### src/rtl/ahb_mst.sv
// -----------------------------------------------------------------------------
// ahb_mst -- AHB-Lite single-transfer bus initiator.
//
// Turns a simple request/response handshake from a local requester into
// NONSEQ/SINGLE AHB transfers with non-overlapped address and data phases.
// Handles wait states and ERROR responses. Requests with an illegal size or
// misaligned address are rejected locally without any bus activity.
//
// Optional feature (compile-time macro AHB_MST_TIMEOUT_EN):
//   When defined, a tmo_w-bit wait-state counter aborts a transfer that sees
//   hready low for too long and reports it as an error. When undefined, no
//   counter is built and the initiator waits indefinitely for hready.
//
// Parameters:
//   tmo_w     width of the hready timeout counter (timeout build only)
//
// Ports:
//   hclk      clock
//   hreset    synchronous active-high reset
//   req       transfer request, held with its fields until req_ack
//   req_ack   request accepted this cycle (req while idle)
//   addr      byte address of the request
//   we        1 = write, 0 = read
//   wd        write data, lane-placed by the requester
//   size      hsize encoding (0 byte, 1 halfword, 2 word)
//   resp_vld  one-cycle completion pulse
//   rd        read data, holds until the next read completes
//   err       error flag, qualified by resp_vld
//   busy      a transfer is in progress
//   haddr, htrans, hwrite, hsize, hburst, hwdata   AHB master outputs
//   hrdata, hresp, hready                          AHB slave responses
// -----------------------------------------------------------------------------
module ahb_mst #(
    parameter int tmo_w = 8
) (
    input  logic        hclk,
    input  logic        hreset,
    input  logic        req,
    output logic        req_ack,
    input  logic [31:0] addr,
    input  logic        we,
    input  logic [31:0] wd,
    input  logic [2:0]  size,
    output logic        resp_vld,
    output logic [31:0] rd,
    output logic        err,
    output logic        busy,
    output logic [31:0] haddr,
    output logic [1:0]  htrans,
    output logic        hwrite,
    output logic [2:0]  hsize,
    output logic [2:0]  hburst,
    output logic [31:0] hwdata,
    input  logic [31:0] hrdata,
    input  logic [1:0]  hresp,
    input  logic        hready
);

    typedef enum logic [1:0] {
        IDLE,
        ADDR,
        DATA,
        LERR
    } state_e;

    localparam logic [1:0] HTRANS_IDLE   = 2'b00;
    localparam logic [1:0] HTRANS_NONSEQ = 2'b10;

    // A zero-width counter is meaningless; catch a bad override at elaboration.
    if (tmo_w < 1) begin : g_tmo_w_check
        $error("ahb_mst: tmo_w must be at least 1");
    end

    state_e      state_q, state_d;
    logic [1:0]  htrans_q, htrans_d;
    logic [31:0] haddr_q, haddr_d;
    logic        hwrite_q, hwrite_d;
    logic [2:0]  hsize_q, hsize_d;
    logic [31:0] hwdata_q, hwdata_d;
    logic        resp_vld_q, resp_vld_d;
    logic        err_q, err_d;
    logic [31:0] rd_q, rd_d;

    logic        illegal;
    logic        tmo_hit;

    // Size above word, or an address not aligned to the transfer size.
    assign illegal = (size > 3'd2)
                   || ((size == 3'd1) && addr[0])
                   || ((size == 3'd2) && (addr[1:0] != 2'b00));

`ifdef AHB_MST_TIMEOUT_EN
    logic [tmo_w-1:0] tmo_q, tmo_d;

    // Held at zero while idle, so entry to ADDR always starts from zero and
    // completion or abort (both return to IDLE) clears it.
    always_comb begin
        tmo_d = tmo_q;
        if (state_q == IDLE) begin
            tmo_d = '0;
        end else if (((state_q == ADDR) || (state_q == DATA)) && !hready) begin
            tmo_d = tmo_q + 1'b1;
        end
    end

    assign tmo_hit = !hready && (tmo_q == {tmo_w{1'b1}});

    always_ff @(posedge hclk) begin
        if (hreset) begin
            tmo_q <= '0;
        end else begin
            tmo_q <= tmo_d;
        end
    end
`else
    assign tmo_hit = 1'b0;
`endif

    // NOTE: every signal assigned below gets a default first, so no path
    // through the case leaves one unassigned and no latch is inferred.
    always_comb begin
        state_d    = state_q;
        htrans_d   = htrans_q;
        haddr_d    = haddr_q;
        hwrite_d   = hwrite_q;
        hsize_d    = hsize_q;
        hwdata_d   = hwdata_q;
        resp_vld_d = 1'b0;
        err_d      = err_q;
        rd_d       = rd_q;

        unique case (state_q)
            IDLE: begin
                if (req) begin
                    if (illegal) begin
                        state_d = LERR;
                    end else begin
                        state_d  = ADDR;
                        htrans_d = HTRANS_NONSEQ;
                        haddr_d  = addr;
                        hwrite_d = we;
                        hsize_d  = size;
                        hwdata_d = wd;
                    end
                end
            end
            ADDR: begin
                if (tmo_hit) begin
                    state_d    = IDLE;
                    htrans_d   = HTRANS_IDLE;
                    resp_vld_d = 1'b1;
                    err_d      = 1'b1;
                end else if (hready) begin
                    state_d  = DATA;
                    htrans_d = HTRANS_IDLE;
                end
            end
            DATA: begin
                if (tmo_hit) begin
                    state_d    = IDLE;
                    resp_vld_d = 1'b1;
                    err_d      = 1'b1;
                end else if (hready) begin
                    // An ERROR response's first (hready low) cycle lands in
                    // the hold branch; only the hready-high cycle completes.
                    state_d    = IDLE;
                    resp_vld_d = 1'b1;
                    err_d      = (hresp != 2'b00);
                    if (!hwrite_q) begin
                        rd_d = hrdata;
                    end
                end
            end
            LERR: begin
                state_d    = IDLE;
                resp_vld_d = 1'b1;
                err_d      = 1'b1;
            end
            default: begin
                state_d = IDLE;
            end
        endcase
    end

    // NOTE: state registers use non-blocking assignments so every register
    // samples the values from before this edge, independent of statement order.
    always_ff @(posedge hclk) begin
        if (hreset) begin
            state_q    <= IDLE;
            htrans_q   <= HTRANS_IDLE;
            haddr_q    <= '0;
            hwrite_q   <= 1'b0;
            hsize_q    <= '0;
            hwdata_q   <= '0;
            resp_vld_q <= 1'b0;
            err_q      <= 1'b0;
            rd_q       <= '0;
        end else begin
            state_q    <= state_d;
            htrans_q   <= htrans_d;
            haddr_q    <= haddr_d;
            hwrite_q   <= hwrite_d;
            hsize_q    <= hsize_d;
            hwdata_q   <= hwdata_d;
            resp_vld_q <= resp_vld_d;
            err_q      <= err_d;
            rd_q       <= rd_d;
        end
    end

    assign req_ack  = req && (state_q == IDLE);
    assign busy     = (state_q != IDLE);
    assign htrans   = htrans_q;
    assign haddr    = haddr_q;
    assign hwrite   = hwrite_q;
    assign hsize    = hsize_q;
    assign hburst   = 3'b000;
    assign hwdata   = hwdata_q;
    assign resp_vld = resp_vld_q;
    assign err      = err_q;
    assign rd       = rd_q;

endmodule

### config.mk
export PLATFORM = sky130hd
export DESIGN_NAME = ahb_mst
export DESIGN_NICKNAME = d
export VERILOG_FILES = /design/src/rtl/ahb_mst.sv
export SDC_FILE = /design/constraint.sdc
export NUM_CORES = 1
export LEC_CHECK = 0
export ABC_AREA = 1
export BUFFER_PORTS_ARGS = -buffer_cell sky130_fd_sc_hd__buf_4
export CORE_ASPECT_RATIO = 0.8
export CORE_MARGIN = 4
export CORE_UTILIZATION = 48
export DETAILED_ROUTE_END_ITERATION = 10
export PLACE_DENSITY = 0.92
export SLEW_MARGIN = 20
export SYNTH_ARGS = -nofsm -noshare
export SYNTH_HDL_FRONTEND = slang
export SYNTH_SLANG_ARGS = --single-unit
### constraint.sdc
create_clock -name hclk -period 2.43 [get_ports hclk]
set_clock_uncertainty 0.05 [all_clocks]
set_input_delay 0.243 -clock hclk [delete_from_list [all_inputs] [get_ports hclk]]
set_output_delay 0.243 -clock hclk [all_outputs]
set_load 0.005 [all_outputs]
==> reports/summary.txt, run 1 <==
setup TNS: 0 ps
r2r setup slk: 650 ps
Fillers: 630
Synth area leaders: dfxtp_1 (53%), nand4_1 (11%), a21oi_1 (9.0%)
initial detailed-routing violation count: 369
clock period minus worst slack: 2110 ps
fin. max-slew vios: 0
Sw Ratio: 24.8%
top cell type's share of synthesized area: 53.0%
Leak: 2.57 nW
cell taking the most area after synthesis: dfxtp_1
Combinational Power Share: 15.4%
Post-route DRC: 0
TritonCTS Buffers: 9
crit-path leading delay family: buffers and inverters
WHS Path Cells: 3
Worst VDD drop: 380 uV
crit path kind: reg2out
fin crit share: 86.8%
YS warnings: 0
die area: 0.00979 sq mm
CP Max Fanout: 70
CTS Sinks: 105
Clk network pwr share: 32.8%
Power Dens Cells: 622 mW/mm^2
CP dominant cell by count: buf_4
Final Wtd Congestion: 0.744
Inst Count DP: 774
slack of the critical path: 322 ps
crit path buf inv count: 3
GR Overflow Total: 0
IO Pins: 215
Hold Path Class: in2reg
Reg area: 0.00210 sq mm
synthesis-stage register bit count: 105
dpl hpwl: 8.61 mm
Hold Path Sink: rd[3]
area of the multi-input gates: 0.00157 sq mm
P_sw: 0.878 mW
Initial DRT Pass Iterations: 4
Seq/Total Area, Yosys: 53.0%
number of port buffers: 210
post_cts resized: 0
worst-skew pair later-pin latency: 340 ps
R2R Path End: haddr[11]
most common cell in the netlist: dfxtp_1
internal power: 2.67 mW
number of cells on the worst reg-to-reg path: 6
non-filler cells, final: 789
Tightest Pin Transition: 953 ps
CP Cell Sequence: inv_2 -> nand2_2 -> nor2_4 -> buf_4 -> buf_4
CORE AREA: 0.00798 sq mm
startpoint types: flip-flop
chip height: 89.3 um
# hold bufs at CTS: 0
largest net degree at the start of global routing: 71
Slew Limit Headroom: 36.4%
Distinct cells, synth: 22
Antenna Cells: 0
Vias/cell: 5.28
area grow syn2layout: 43.7%
WP data required: 2140 ps
Site Rows: 29
CP endpoint kind: output port
crit path DAT: 1820 ps
CTS Root Cell: clkbuf_8
post-synthesis async set-or-reset flop share: 0%
initial antenna violation count: 0
H-tree levels: 3
EDFF count, synth: 0
top cells by count, synth: dfxtp_1 (105), nand2_1 (78), a21oi_1 (71)
Final Setup Violations: 0
Crit-path slowest cell: buf_4
Cells after Synth: 496
final hold slack: 64.4 ps
Vias: 4168
fin nets: 783
r2r startpoint: state_q[1]
gr usage total: 24.1%
Reg power frac: 51.9%
Synth Cell Area: 0.00397 sq mm
clock slew at reported path FFs: 90 ps
mean post-synth cell area: 8.00 sq um
max_cap viols: 0
CTS tree: yes
Clock Tree Buf Depth: 2
top_reg_cell synth: dfxtp_1
Fin. Hold Viols: 0
Die X-Extent: 110 um
layout cells sized above 1: 35.1%
vias in the first global route: 3898
Place WS: 675 ps
first-pass GRT wire length: 18.7 mm
Hold Startpoint: hrdata[3]
fmax: 0.474 GHz
status: completed
Post-CTS Setup Bufs: 0
post-route ant nets: 0
Avg WL per Cell: 15.6 um
Starting Density: 49.7%
total routed wirelength: 12.3 mm
RSZ-0062 raised after global routing: false
slowest stage delay, CP: 590 ps
Setup crit start: state_q[1]
[cell usage in the layout, fill, tap and decap left out, drive strengths merged]
master	Yosys	routed
conb	1	4
dfxtp	105	105
a21oi	71	71
buf	31	216
o21ai	33	33
nand2	80	80
nor3	1	1
nand4	67	67
nand3	4	4
inv	13	14
bufinv	0	2
clkinv	1	2
nor2	71	71
clkbuf	18	11
[worst register-to-register path, delay by kind of cell (launching register included)]
kind	cells	cell delay, ps
AO/OA/AOI/OAI	1	200
AND/OR/NAND/NOR	3	450
buffers and inverters	2	690
flip-flops	1	330
[kinds of logic (layout without fill, tap and decap cells)]
logic type             after synthesis  in the layout  synth area share (%)
AND/OR/NAND/NOR                    223            223                  26.1
flip-flops                         105            105                  53.0
buffers and inverters               63            245                  7.73
other                                1              4                0.0945
AO/OA/AOI/OAI                      104            104                  13.1
[layer usage]
metal  track usage, %  up-vias  wire [um]
li1                 -     2041          -
met1             29.3     1912       4860
met2             40.7      196       6010
met3             7.87       19       1220
met4             7.70        0        195
met5                0        -          0
[layout make-up]
class / instances / share of cell area (%)
Timing Repair Buffer: 216 / 28.5
Tap cell: 108 / 2.37
Multi-Input combinational cell: 331 / 27.5
Clock buffer: 11 / 2.48
Inverter: 14 / 0.922
Clock inverter: 4 / 1.36
Sequential cell: 105 / 36.9
[sequential cells by signal, indices dropped and copies added, names as in the netlist]
register  flops
err           1
haddr        32
hsize         3
htrans        1
hwdata       32
hwrite        1
rd           32
resp_vld      1
state_q       2
[per-stage QoR]
stage                     area (sq um)  utilization, %  power (mW)
after floorplan                   3980               -        2.13
after global placement            5480            68.7        2.40
after detailed placement          5480            68.7        2.42
after CTS                         5700            71.4        3.59
after global routing              5700            71.4        3.71
final                             5700            71.4        3.55
[power by group through the flow]
| stage | Clock [mW] | Sequential, mW | Combinational, mW |
|---|---|---|---|
| 6_report | 1.16 | 1.84 | 0.545 |
| 4_1_cts | 1.20 | 1.84 | 0.545 |
| 2_1_floorplan | 0 | 1.88 | 0.246 |
| 3_3_place_gp | 0 | 1.87 | 0.527 |
| 3_5_place_dp | 0 | 1.88 | 0.543 |
| 5_1_grt | 1.27 | 1.85 | 0.595 |
[how the worst max path moves through the flow]
stage | to | slack, ps | depth (start not counted)
6_report | req_ack | 320 | 5
5_1_grt | req_ack | 220 | 5
4_1_cts | req_ack | 310 | 5
3_5_place_dp | hwdata[15] | 670 | 6
3_3_place_gp | state_q[1] | 750 | 8
2_1_floorplan | hwdata[10] | 1170 | 8
Note: power is estimated with default switching activity, not from simulation.
==> inputs of run 2 (changes only) <==
Settings changed: GPL_TIMING_DRIVEN from default to 0.
==> run 2 against run 1 <==
Against the previous run:
- power is 5.6% lower
- largest power group unchanged
- clock-buffer cell count shrank 1
- sequential share of layout area fell by 0.89 points
- final area grew 2.5%
- core utilization up 1.8 points
- critical endpoint unchanged
- setup slack improved by 310 ps
==> reports/summary.txt, run 2 (same netlist as run 1, synthesis figures left out) <==
CORE AREA: 0.00798 sq mm
Inst Count DP: 816
area of the multi-input gates: 0.00157 sq mm
Starting Density: 49.7%
post-route ant nets: 0
CP Max Fanout: 10
clock period minus worst slack: 1800 ps
dpl hpwl: 9.73 mm
utilization after layout: 73.2%
Reg area: 0.00210 sq mm
# hold bufs at CTS: 0
commonest non-fill, non-tap cell in the layout: buf_4
CTS Root Cell: clkbuf_8
Leak: 2.64 nW
Antenna Cells: 0
number of port buffers: 209
Fillers: 623
commonest non-fill, non-tap cells in the layout: buf_4 (216), dfxtp_1 (105), nand2_1 (78)
RSZ-0062 raised after global routing: false
Final Setup Violations: 0
total routed wirelength: 12.5 mm
WP data required: 2140 ps
slack of the critical path: 632 ps
fin crit share: 74.0%
die area: 0.00979 sq mm
worst-skew pair later-pin latency: 340 ps
Area after DPL: 0.00568 sq mm
cell area after layout: 0.00584 sq mm
first-pass GRT wire length: 19.3 mm
area grow syn2layout: 47.3%
initial detailed-routing violation count: 255
H-tree levels: 3
chip height: 89.3 um
largest net degree at the start of global routing: 17
TritonCTS Buffers: 9
IO Pins: 215
CTS tree: yes
setup TNS: 0 ps
post_cts resized: 0
Post-route DRC: 0
CP endpoint kind: output port
Post-CTS Setup Bufs: 0
status: completed
Vias/cell: 5.26
Final Wtd Congestion: 0.821
crit path DAT: 1510 ps
Site Rows: 29
CTS Sinks: 105
Slew Limit Headroom: 65.9%
startpoint types: flip-flop
non-filler cells, final: 830
Die X-Extent: 110 um
fin nets: 825
Tightest Pin Transition: 511 ps
final hold slack: 64.1 ps
vias in the first global route: 4083
Worst VDD drop: 376 uV
Fin. Hold Viols: 0
GR Overflow Total: 0
initial antenna violation count: 0
Initial DRT Pass Iterations: 5
clock slew at reported path FFs: 90 ps
total chip power: 3.35 mW
layout cells sized above 1: 35.6%
Hold Path Class: in2reg
fmax: 0.556 GHz
gr usage total: 24.6%
max_cap viols: 0
Avg WL per Cell: 15.1 um
Power Dens Cells: 573 mW/mm^2
Clock Tree Buf Depth: 2
Vias: 4365
fin. max-slew vios: 0
Place WS: 845 ps
crit path kind: reg2out
run 2: cell count changes in the layout (fill, tap and decap cells not counted), moves of 2 or more:
| cell | previous run | this run |
|---|---|---|
| buf_6 | 0 | 3 |
| bufinv_16 | 2 | 0 |
| clkinv_4 | 2 | 0 |
| buf_2 | 0 | 17 |
| buf_1 | 0 | 4 |
| clkinvlp_4 | 0 | 3 |
| clkbuf_1 | 1 | 19 |
run 2: power by group:
part	total [mW]	switching, mW	internal (mW)
Sequential	1.84	0.0428	1.80
Clock	0.929	0.563	0.366
Combinational	0.579	0.291	0.289
run 2: critical path, stage by stage (launching register included):
cell and delay [ps]:
dfxtp_1 360, inv_2 70, nand2_2 90, nor2_4 230, buf_2 270, buf_4 140
run 2: final timing paths:
kind / startpoint / to / slack [ps] / cells past startpoint
max: state_q[0] / req_ack / 630 / 5
min: hrdata[4] / rd[4] / 60 / 3
max reg2reg: state_q[0] / hwdata[17] / 890 / 8
min reg2reg: hwdata[24] / hwdata[24] / 420 / 2
run 2: area by class of cell:
class	instances	area share, %
clock buffers	10	2.19
inverters	14	0.900
clock inverters	4	0.536
plain buffers	49	4.35
flip-flops and latches	105	36.0
multi-input cells	331	26.9
repair buffers	209	26.9
well taps	108	2.31
run 2: routing by layer:
layer / share of wire, % / GRT usage, % / up-vias
met5: 0 / 0 / -
met2: 50 / 42.9 / 209
met1: 38 / 29.1 / 2014
li1: - / - / 2125
met3: 9.9 / 8.59 / 17
met4: 1.7 / 6.46 / 0
